==> src/rtl/mm_arb_pkg.sv <==
// Shared types and helpers for the memory-mapped lock arbiter.
package mm_arb_pkg;

    typedef enum logic {ARB_RR, ARB_FP} scheme_t;
    typedef enum logic {ST_IDLE, ST_OWN} state_t;

    localparam int CNTW = 8;

    function automatic scheme_t scheme_of(input logic [15:0] s);
        return (s == "FP") ? ARB_FP : ARB_RR;
    endfunction

    function automatic int num_w(input int m);
        return (m > 1) ? $clog2(m) : 1;
    endfunction

endpackage

==> src/rtl/mm_arb_select.sv <==
// Combinational one-hot winner picker: first requester found scanning upward
// (with wrap) from start, or from index 0 in fixed-priority mode.
module mm_arb_select
    import mm_arb_pkg::*;
#(
    parameter int N    = 2,
    parameter int NUMW = 1
) (
    input  logic [N-1:0]    req,
    input  logic [NUMW-1:0] start,
    input  logic            fp,
    output logic [N-1:0]    onehot,
    output logic [NUMW-1:0] num
);

    logic [NUMW:0]   pos;
    logic [NUMW-1:0] ix;
    logic            hit;

    always_comb begin
        onehot = '0;
        num    = '0;
        hit    = 1'b0;
        pos    = '0;
        ix     = '0;
        for (int k = 0; k < N; k++) begin
            pos = {1'b0, (fp ? {NUMW{1'b0}} : start)} + (NUMW+1)'(k);
            if (pos >= (NUMW+1)'(N))
                pos = pos - (NUMW+1)'(N);
            ix = pos[NUMW-1:0];
            if (!hit && req[ix]) begin
                onehot[ix] = 1'b1;
                num        = ix;
                hit        = 1'b1;
            end
        end
    end

endmodule

==> src/rtl/mm_arbitrator_lock.sv <==
// Memory-mapped arbiter: registered one-hot grant, held by s_lock or for up to
// QUANTUM accepted transactions while others wait; slave side is an AND-OR mux.
module mm_arbitrator_lock
    import mm_arb_pkg::*;
#(
    parameter int          AWIDTH  = 8,
    parameter int          DWIDTH  = 8,
    parameter int          MASTERS = 2,
    parameter logic [15:0] SCHEME  = "RR",
    parameter int          QUANTUM = 4,
    localparam int         NUMW    = num_w(MASTERS)
) (
    input  logic                      clk,
    input  logic                      reset,
    input  logic [MASTERS*AWIDTH-1:0] s_addr,
    input  logic [MASTERS-1:0]        s_wreq,
    input  logic [MASTERS*DWIDTH-1:0] s_wdat,
    input  logic [MASTERS-1:0]        s_rreq,
    input  logic [MASTERS-1:0]        s_lock,
    output logic [MASTERS*DWIDTH-1:0] s_rdat,
    output logic [MASTERS-1:0]        s_rdyn,
    output logic [AWIDTH-1:0]         m_addr,
    output logic                      m_wreq,
    output logic [DWIDTH-1:0]         m_wdat,
    output logic                      m_rreq,
    input  logic [DWIDTH-1:0]         m_rdat,
    input  logic                      m_rdyn,
    output logic                      gnt_vld,
    output logic [NUMW-1:0]           gnt_num
);

    localparam scheme_t        SCH  = scheme_of(SCHEME);
    localparam logic [CNTW-1:0] QMAX = CNTW'(QUANTUM);

    state_t              state;
    logic [MASTERS-1:0]  gnt;
    logic [CNTW-1:0]     cnt;
    logic [NUMW-1:0]     rr_ptr;

    logic [MASTERS-1:0]  req;
    logic [MASTERS-1:0]  sel_oh;
    logic [NUMW-1:0]     sel_num;
    logic [NUMW-1:0]     ptr_nxt;
    logic                any_req;
    logic                other_req;
    logic                own_req;
    logic                own_lock;
    logic                accept;
    logic [CNTW-1:0]     cnt_after;
    logic                q_hit;
    logic                rel;

    assign req       = s_wreq | s_rreq;
    assign any_req   = |req;
    assign other_req = |(req & ~gnt);

    always_comb begin
        m_addr   = '0;
        m_wdat   = '0;
        m_wreq   = 1'b0;
        m_rreq   = 1'b0;
        own_req  = 1'b0;
        own_lock = 1'b0;
        for (int i = 0; i < MASTERS; i++) begin
            m_addr   |= s_addr[i*AWIDTH +: AWIDTH] & {AWIDTH{gnt[i]}};
            m_wdat   |= s_wdat[i*DWIDTH +: DWIDTH] & {DWIDTH{gnt[i]}};
            m_wreq   |= s_wreq[i] & gnt[i];
            m_rreq   |= s_rreq[i] & gnt[i];
            own_req  |= req[i] & gnt[i];
            own_lock |= s_lock[i] & gnt[i];
        end
    end

    assign s_rdyn = ~gnt | {MASTERS{m_rdyn}};
    assign s_rdat = {MASTERS{m_rdat}};

    // Release decision sees this cycle's accept, so the QUANTUM-th transfer ends the tenure.
    assign accept    = gnt_vld & (m_wreq | m_rreq) & ~m_rdyn;
    assign cnt_after = (accept && cnt != {CNTW{1'b1}}) ? cnt + CNTW'(1) : cnt;
    assign q_hit     = cnt_after >= QMAX;
    assign rel       = ~own_lock & (~own_req | (q_hit & other_req));

    mm_arb_select #(.N(MASTERS), .NUMW(NUMW)) u_sel (
        .req    (req),
        .start  (rr_ptr),
        .fp     (SCH == ARB_FP),
        .onehot (sel_oh),
        .num    (sel_num)
    );

    assign ptr_nxt = (sel_num == NUMW'(MASTERS-1)) ? '0 : sel_num + NUMW'(1);

    always_ff @(posedge clk or negedge reset) begin
        if (!reset) begin
            state   <= ST_IDLE;
            gnt     <= '0;
            gnt_vld <= 1'b0;
            gnt_num <= '0;
            cnt     <= '0;
            rr_ptr  <= '0;
        end else begin
            case (state)
                ST_IDLE: begin
                    if (any_req) begin
                        state   <= ST_OWN;
                        gnt     <= sel_oh;
                        gnt_vld <= 1'b1;
                        gnt_num <= sel_num;
                        cnt     <= '0;
                        rr_ptr  <= ptr_nxt;
                    end
                end
                ST_OWN: begin
                    if (rel) begin
                        cnt <= '0;
                        if (any_req) begin
                            gnt     <= sel_oh;
                            gnt_num <= sel_num;
                            rr_ptr  <= ptr_nxt;
                        end else begin
                            state   <= ST_IDLE;
                            gnt     <= '0;
                            gnt_vld <= 1'b0;
                        end
                    end else if (~own_lock & q_hit & ~other_req) begin
                        // sole requester: fresh quantum instead of a pointless regrant
                        cnt <= '0;
                    end else begin
                        cnt <= cnt_after;
                    end
                end
                default: state <= ST_IDLE;
            endcase
        end
    end

endmodule
==> config.mk <==
export PLATFORM = sky130hd
export DESIGN_NAME = mm_arbitrator_lock
export DESIGN_NICKNAME = d
export VERILOG_FILES = /design/src/rtl/mm_arb_pkg.sv /design/src/rtl/mm_arb_select.sv /design/src/rtl/mm_arbitrator_lock.sv
export SDC_FILE = /design/constraint.sdc
export NUM_CORES = 1
export LEC_CHECK = 0
export ABC_AREA = 1
export BUFFER_PORTS_ARGS = -buffer_cell sky130_fd_sc_hd__buf_2
export CAP_MARGIN = 10
export CORE_ASPECT_RATIO = 0.5
export CORE_MARGIN = 2
export CORE_UTILIZATION = 42
export DETAILED_ROUTE_END_ITERATION = 7
export GPL_ROUTABILITY_DRIVEN = 0
export PLACE_DENSITY_LB_ADDON = 0.1
export SLEW_MARGIN = 15
export SYNTH_ARGS = -nofsm -noshare
export SYNTH_HDL_FRONTEND = slang
export SYNTH_SLANG_ARGS = --single-unit
export TNS_END_PERCENT = 100
==> constraint.sdc <==
create_clock -name clk -period 2.5 [get_ports clk]
set_clock_uncertainty 0.15 [all_clocks]
set_input_delay 0.375 -clock clk [delete_from_list [all_inputs] [get_ports clk]]
set_output_delay 0.375 -clock clk [all_outputs]
set_load 0.1 [all_outputs]
Word level (Yosys, flattened, before mapping)
Index checks and enable logic that the tools add are counted.
{ "totals": {"register_bits": 14, "in_bits": 49, "output_inout_bits": 38} }
{ "classes": {"n_addsub": 5, "n_lt_le_gt_ge": 7, "eq_ne": 4, "n_mux": 38, "bitwise_logic": 36, "n_reduce_logical": 9} }
{ "op_table": {"columns": ["op", "count"], "rows": [
  ["$and 8x8->8", 4],
  ["$mux 8", 4],
  ["$mux 1", 21],
  ["$or 8x8->8", 2],
  ["$pmux 8 s2", 1],
  ["$and 1x1->1", 14],
  ["$mux 2", 5],
  ["$add 8x1->8 const B", 1],
  ["$ge 8x3->1 const B", 1],
  ["$ne 8x8->1 const B", 1],
  ["$pmux 1 s2", 4],
  ["$or 1x1->1", 6],
  ["$or 2x2->2", 3],
  ["$not 1->1", 5],
  ["$logic_and 1x1->1", 4],
  ["$lt 1x2->1 const B", 2],
  ["$ne 2x2->1 const B", 2],
  ["$pmux 2 s2", 1],
  ["$reduce_or 2->1", 2],
  ["$reduce_and 3->1", 1],
  ["$add 1x1->2 const B", 1],
  ["$and 2x2->2", 1],
  ["$demux 1 s1", 2],
  ["$ge 1x1->1 const B", 2],
  ["8 further kinds", 9]
]} }

Logic depth before layout (Yosys ltp)
{ "logic_depth": {"ltp_word": 13, "mapped_depth": 16, "mapped_depth_nobuf": 16} }

Cells and area by module
Synthesis repeated with hierarchy kept, for this count alone.
{ "unflattened": {"cells_unflattened": 194, "area_unflattened_um2": 1363.8} }
{ "modules_own_cells": {"columns": ["mod", "n_inst", "cells_each", "area_per_inst_um2", "seq_area_each_um2"], "rows": [
  ["mm_arbitrator_lock", 1, 187, 1325.0, 350.3],
  ["mm_arb_select", 1, 7, 38.8, 0.0]
]} }

Least setup slack after synthesis
OpenSTA, ideal clock, no wires.
{ "synth_path": {"kind": "reg2reg", "startpoint": "register gnt_vld", "endpoint": "register gnt_num", "setup_time_ns": 0.122, "t_arrival_ns": 2.117, "required_ns": 2.228, "slack_ns": 0.111, "stages_incl_launch_ff": 12, "path_buffers": 0, "path_cell_list": "dfrtp_1 -> nand2_1 -> inv_2 -> nand3_4 -> o21ai_0 -> nor2_2 -> nand2_2 -> nand3_2 -> nand2_4 -> nand2_2 -> nand2_1 -> nand2_1"} }
{ "synth_between": {"elab_chain_cells": 9} }
{ "synth_lines": {"columns": ["item", "line", "source"], "rows": [
  ["from (decl)", "mm_arbitrator_lock.sv:28", "output logic gnt_vld,"],
  ["from (signal assigned)", "mm_arbitrator_lock.sv:97", "gnt_vld <= 1'b0;"],
  ["from (signal assigned)", "mm_arbitrator_lock.sv:107", "gnt_vld <= 1'b1;"],
  ["from (signal assigned)", "mm_arbitrator_lock.sv:123", "gnt_vld <= 1'b0;"],
  ["$and 1x1->1 (2 in a row)", "mm_arbitrator_lock.sv:78", "assign accept = gnt_vld & (m_wreq | m_rreq) & ~m_rdyn;"],
  ["$logic_and 1x1->1", "mm_arbitrator_lock.sv:79", "assign cnt_after = (accept && cnt != {CNTW{1'b1}}) ? cnt + CNTW'(1) : cnt;"],
  ["$mux 8", "mm_arbitrator_lock.sv:79", null],
  ["$ge 8x3->1", "mm_arbitrator_lock.sv:80", "assign q_hit = cnt_after >= QMAX;"],
  ["$and 1x1->1", "mm_arbitrator_lock.sv:81", "assign rel = ~own_lock & (~own_req | (q_hit & other_req));"],
  ["$or 1x1->1", "mm_arbitrator_lock.sv:81", null],
  ["$and 1x1->1", "mm_arbitrator_lock.sv:81", null],
  ["$ne 2x1->1 (no source line)", null, null],
  ["to (signal assigned)", "mm_arbitrator_lock.sv:108", "gnt_num <= sel_num;"],
  ["to (signal assigned)", "mm_arbitrator_lock.sv:118", "gnt_num <= sel_num;"],
  ["to (decl)", "mm_arbitrator_lock.sv:29", "output logic [NUMW-1:0] gnt_num"]
]} }
Every way passes these cells.
A chain may end at the register's enable or synchronous reset.

Worst setup path in the final report
{ "layout_path": {"startpoint": "register cnt[0]", "endpoint": "register gnt[0]"} }
{ "layout_between": {"elab_chain_cells": 9} }
{ "layout_lines": {"columns": ["item", "line", "source"], "rows": [
  ["from (decl)", "mm_arbitrator_lock.sv:37", "logic [CNTW-1:0] cnt;"],
  ["from (signal assigned)", "mm_arbitrator_lock.sv:129", "cnt <= cnt_after;"],
  ["parallel branches: the longest is 2 deep, another holds $add 8x1->8", null, null],
  ["$mux 8 (*)", "mm_arbitrator_lock.sv:79", null],
  ["$ge 8x3->1 (*)", "mm_arbitrator_lock.sv:80", null],
  ["$and 1x1->1 (*)", "mm_arbitrator_lock.sv:81", null],
  ["$or 1x1->1 (*)", "mm_arbitrator_lock.sv:81", null],
  ["$and 1x1->1 (*)", "mm_arbitrator_lock.sv:81", null],
  ["$ne 2x1->1 (no source line) (*)", null, null],
  ["$reduce_and 2->1 (no source line) (*)", null, null],
  ["to (signal assigned)", "mm_arbitrator_lock.sv:106", "gnt <= sel_oh;"],
  ["to (signal assigned)", "mm_arbitrator_lock.sv:117", "gnt <= sel_oh;"],
  ["to (decl)", "mm_arbitrator_lock.sv:36", "logic [MASTERS-1:0] gnt;"]
]} }
Every way passes the cells marked *.

==> metrics.yaml <==
drt_iter0_drc: 39
ys_ff_latch: 14
drive_above_1_share_pct: 37.87
firstDrtPassIters: 4
worstMarginPinSlew_ns: 0.4945
hold_viol_final: 0
cp_data_arrival_time_ns: 2.23
cts_root_buf: "clkbuf_8"
hold_end: "gnt_num"
core_sq_mm: 0.002978
fin_setup_tns_ns: 0
clock_path_buffers: 2
synthesis.instances: 187
critPathLaunchType: "register"
ys_seq_area_share_pct: 26.82
endpoint_kind: "register"
min_path_cells: 2
htree_levels: 1
hold_class: "register to register"
final_cell_mix: "buf_2, nand2_1, inv_1"
ys.flop_type: "dfrtp_1"
synth_edf_count: 0
status: "finished, final reports clean"
reg2reg_depth: 15
cts.clk_slew.worst_paths_ns: 0.06
die_h_microns: 43.44
grt_max_degree: 20
grt_pass1_wl_mm: 5.430
numCtsBuffers: 3
yosys_warnings: 0
synth_area_sq_mm: 0.001306
rsz0062_at_grt: "no"
die_w_microns: 82.87
path_buf_inv: 2
port_buffers: 62
worstPathCellList: "ha_1 > nand3_2 > inv_2 > nand2_4 > inv_1 > nor2_4 > nand2_1 > o21ai_1 > nor2_1 > nand2_2 > nand3_2 > nand2_4 > nand2_2 > nand2_1 > nand2_1"
final_common_cell: "buf_2"
grt_pass1_vias: 1317
async_flop_share_pct: 100.0
num_io_pins: 87
rows: 14
maxCapViolCount: 0
critPathMaxStageDelay_ns: 0.45
place_hpwl_mm: 2.717
fmax_mhz: 445.1
antenna_found_initial: 0
postSynthAreaPerCell_sq_um: 6.985
via_count: 1329
slew_headroom_pct: 67.26
grt_usage_pct: 18.03
path_class: "register to register"
post-route-period-util_pct: 89.86
tritoncts: "yes"
antennaDiodeCount: 0
r2r_setup_slack_ns: 0.25
hold_start: "gnt_num"
areaGrowthSynthToFinish_pct: 22.51
r2r-start: "cnt[0]"
worst_skew_pair.late_latency_ns: 0.24
crit_path_top_delay_cell: "dfrtp_1"
syn-num-nets: 237
start_util_pct: 43.87
worst_r2r_endpoint: "gnt[0]"
grt-ovfl-total: 0
drc: 0
cp_max_fo: 7
clock_sinks: 14
ant_nets: 0
nNetsFinal: 287
post_cts_buffers: 0
drv_slew: 0
wl_mm: 3.270
n_fill_cell: 311
critPathTopFamily: "simple AND/OR/NAND/NOR gates"
synth_cell_types: 26
crit_top_cell: "nand2_1"
wl_per_cell_microns: 11.89
dieArea_sq_mm: 0.003599
setup_viol: 0
cp.depth: 15
period_needed_ns: 2.247
cp.required_ns: 2.48
via_per_inst: 4.833
==> cells in the mapped netlist, types with 5 or more instances <==
master   instances  share of area [%]
nand2_1         51                 15
inv_1           22                6.3
a22o_1          17                 11
buf_4           16                9.2
dfrtp_1         14                 27
nand3_1         10                3.8
nand2_2          9                4.3
nor2_1           9                2.6
o21ai_0          5                1.9
o21ai_1          5                1.9
==> repair_timing <==
action / CTS / global route
hold buffers: 1 / 0
hold endpoints to repair: 14 / 0
endpoints found under the setup margin: 0 / 3
gates resized for setup: 0 / 1
==> cell families after synthesis <==
kind of cell               count (synthesis)  share of synthesized area [%]
and+or+nand+nor                           91                          34.20
xor gates and xnor gates                   4                          2.682
AOI/OAI and AO/OA                         32                          17.62
DFF                                       14                          26.82
buffers and inverters                     45                          17.72
adders and majority gates                  1                         0.9577
==> state kept, by name, summed over array words and instances, names as in the netlist <==
name,flops
cnt,8
gnt,2
gnt_num,1
gnt_vld,1
rr_ptr,1
state,1
==> per-layer routing <==
layer | vias up | part of all wire [%] | GRT usage (%)
met5 | - | 0 | 0
met4 | 0 | 0.49 | 3.279
met3 | 2 | 5.4 | 2.286
met2 | 44 | 50 | 36.13
met1 | 600 | 44 | 21.48
li1 | 683 | - | -
==> metrics by stage <==
stage,instance area [sq um],hold WS (ns),cells,util (%),worst slack [ns]
global route,1600,0.3480,275,53.74,0.04329
detailed placement,1544,0.1411,271,51.85,0.2520
floorplan,1306,-0.07059,187,-,0.1110
finish,1600,0.3201,275,53.74,0.2535
CTS,1595,0.3272,275,53.57,0.2359
global placement,1544,0.1331,271,51.85,0.2936
==> worst register-to-register path, stage by stage, from the launching register on <==
cell and delay [ns]:
dfrtp_1 0.45, ha_1 0.27, nand3_2 0.11, inv_2 0.06, nand2_4 0.08, inv_1 0.07, nor2_4 0.15, nand2_1 0.07
o21ai_1 0.14, nor2_1 0.10, nand2_2 0.10, nand3_2 0.09, nand2_4 0.13, nand2_2 0.07, nand2_1 0.06, nand2_1 0.05
==> area by class of cell <==
| cell class | count | area, sq um | area share [%] |
|---|---|---|---|
| clock buffers | 3 | 41.29 | 2.580 |
| flip-flops and latches | 14 | 350.3 | 21.89 |
| multi-input cells | 128 | 729.5 | 45.58 |
| inverters | 25 | 93.84 | 5.864 |
| well taps | 40 | 50.05 | 3.127 |
| repair buffers | 65 | 335.3 | 20.95 |
==> worst max path at each step <==
stage	from	end
6_report	cnt[0]	gnt[0]
5_1_grt	cnt[0]	gnt_vld
4_1_cts	cnt[0]	gnt[0]
3_5_place_dp	cnt[0]	gnt[0]
3_3_place_gp	cnt[0]	gnt[0]
2_1_floorplan	gnt_vld	gnt_num
Power is left out: the tool's default activity adds up to more than one toggle a clock period on the data nets, which glitch-free logic cannot reach.
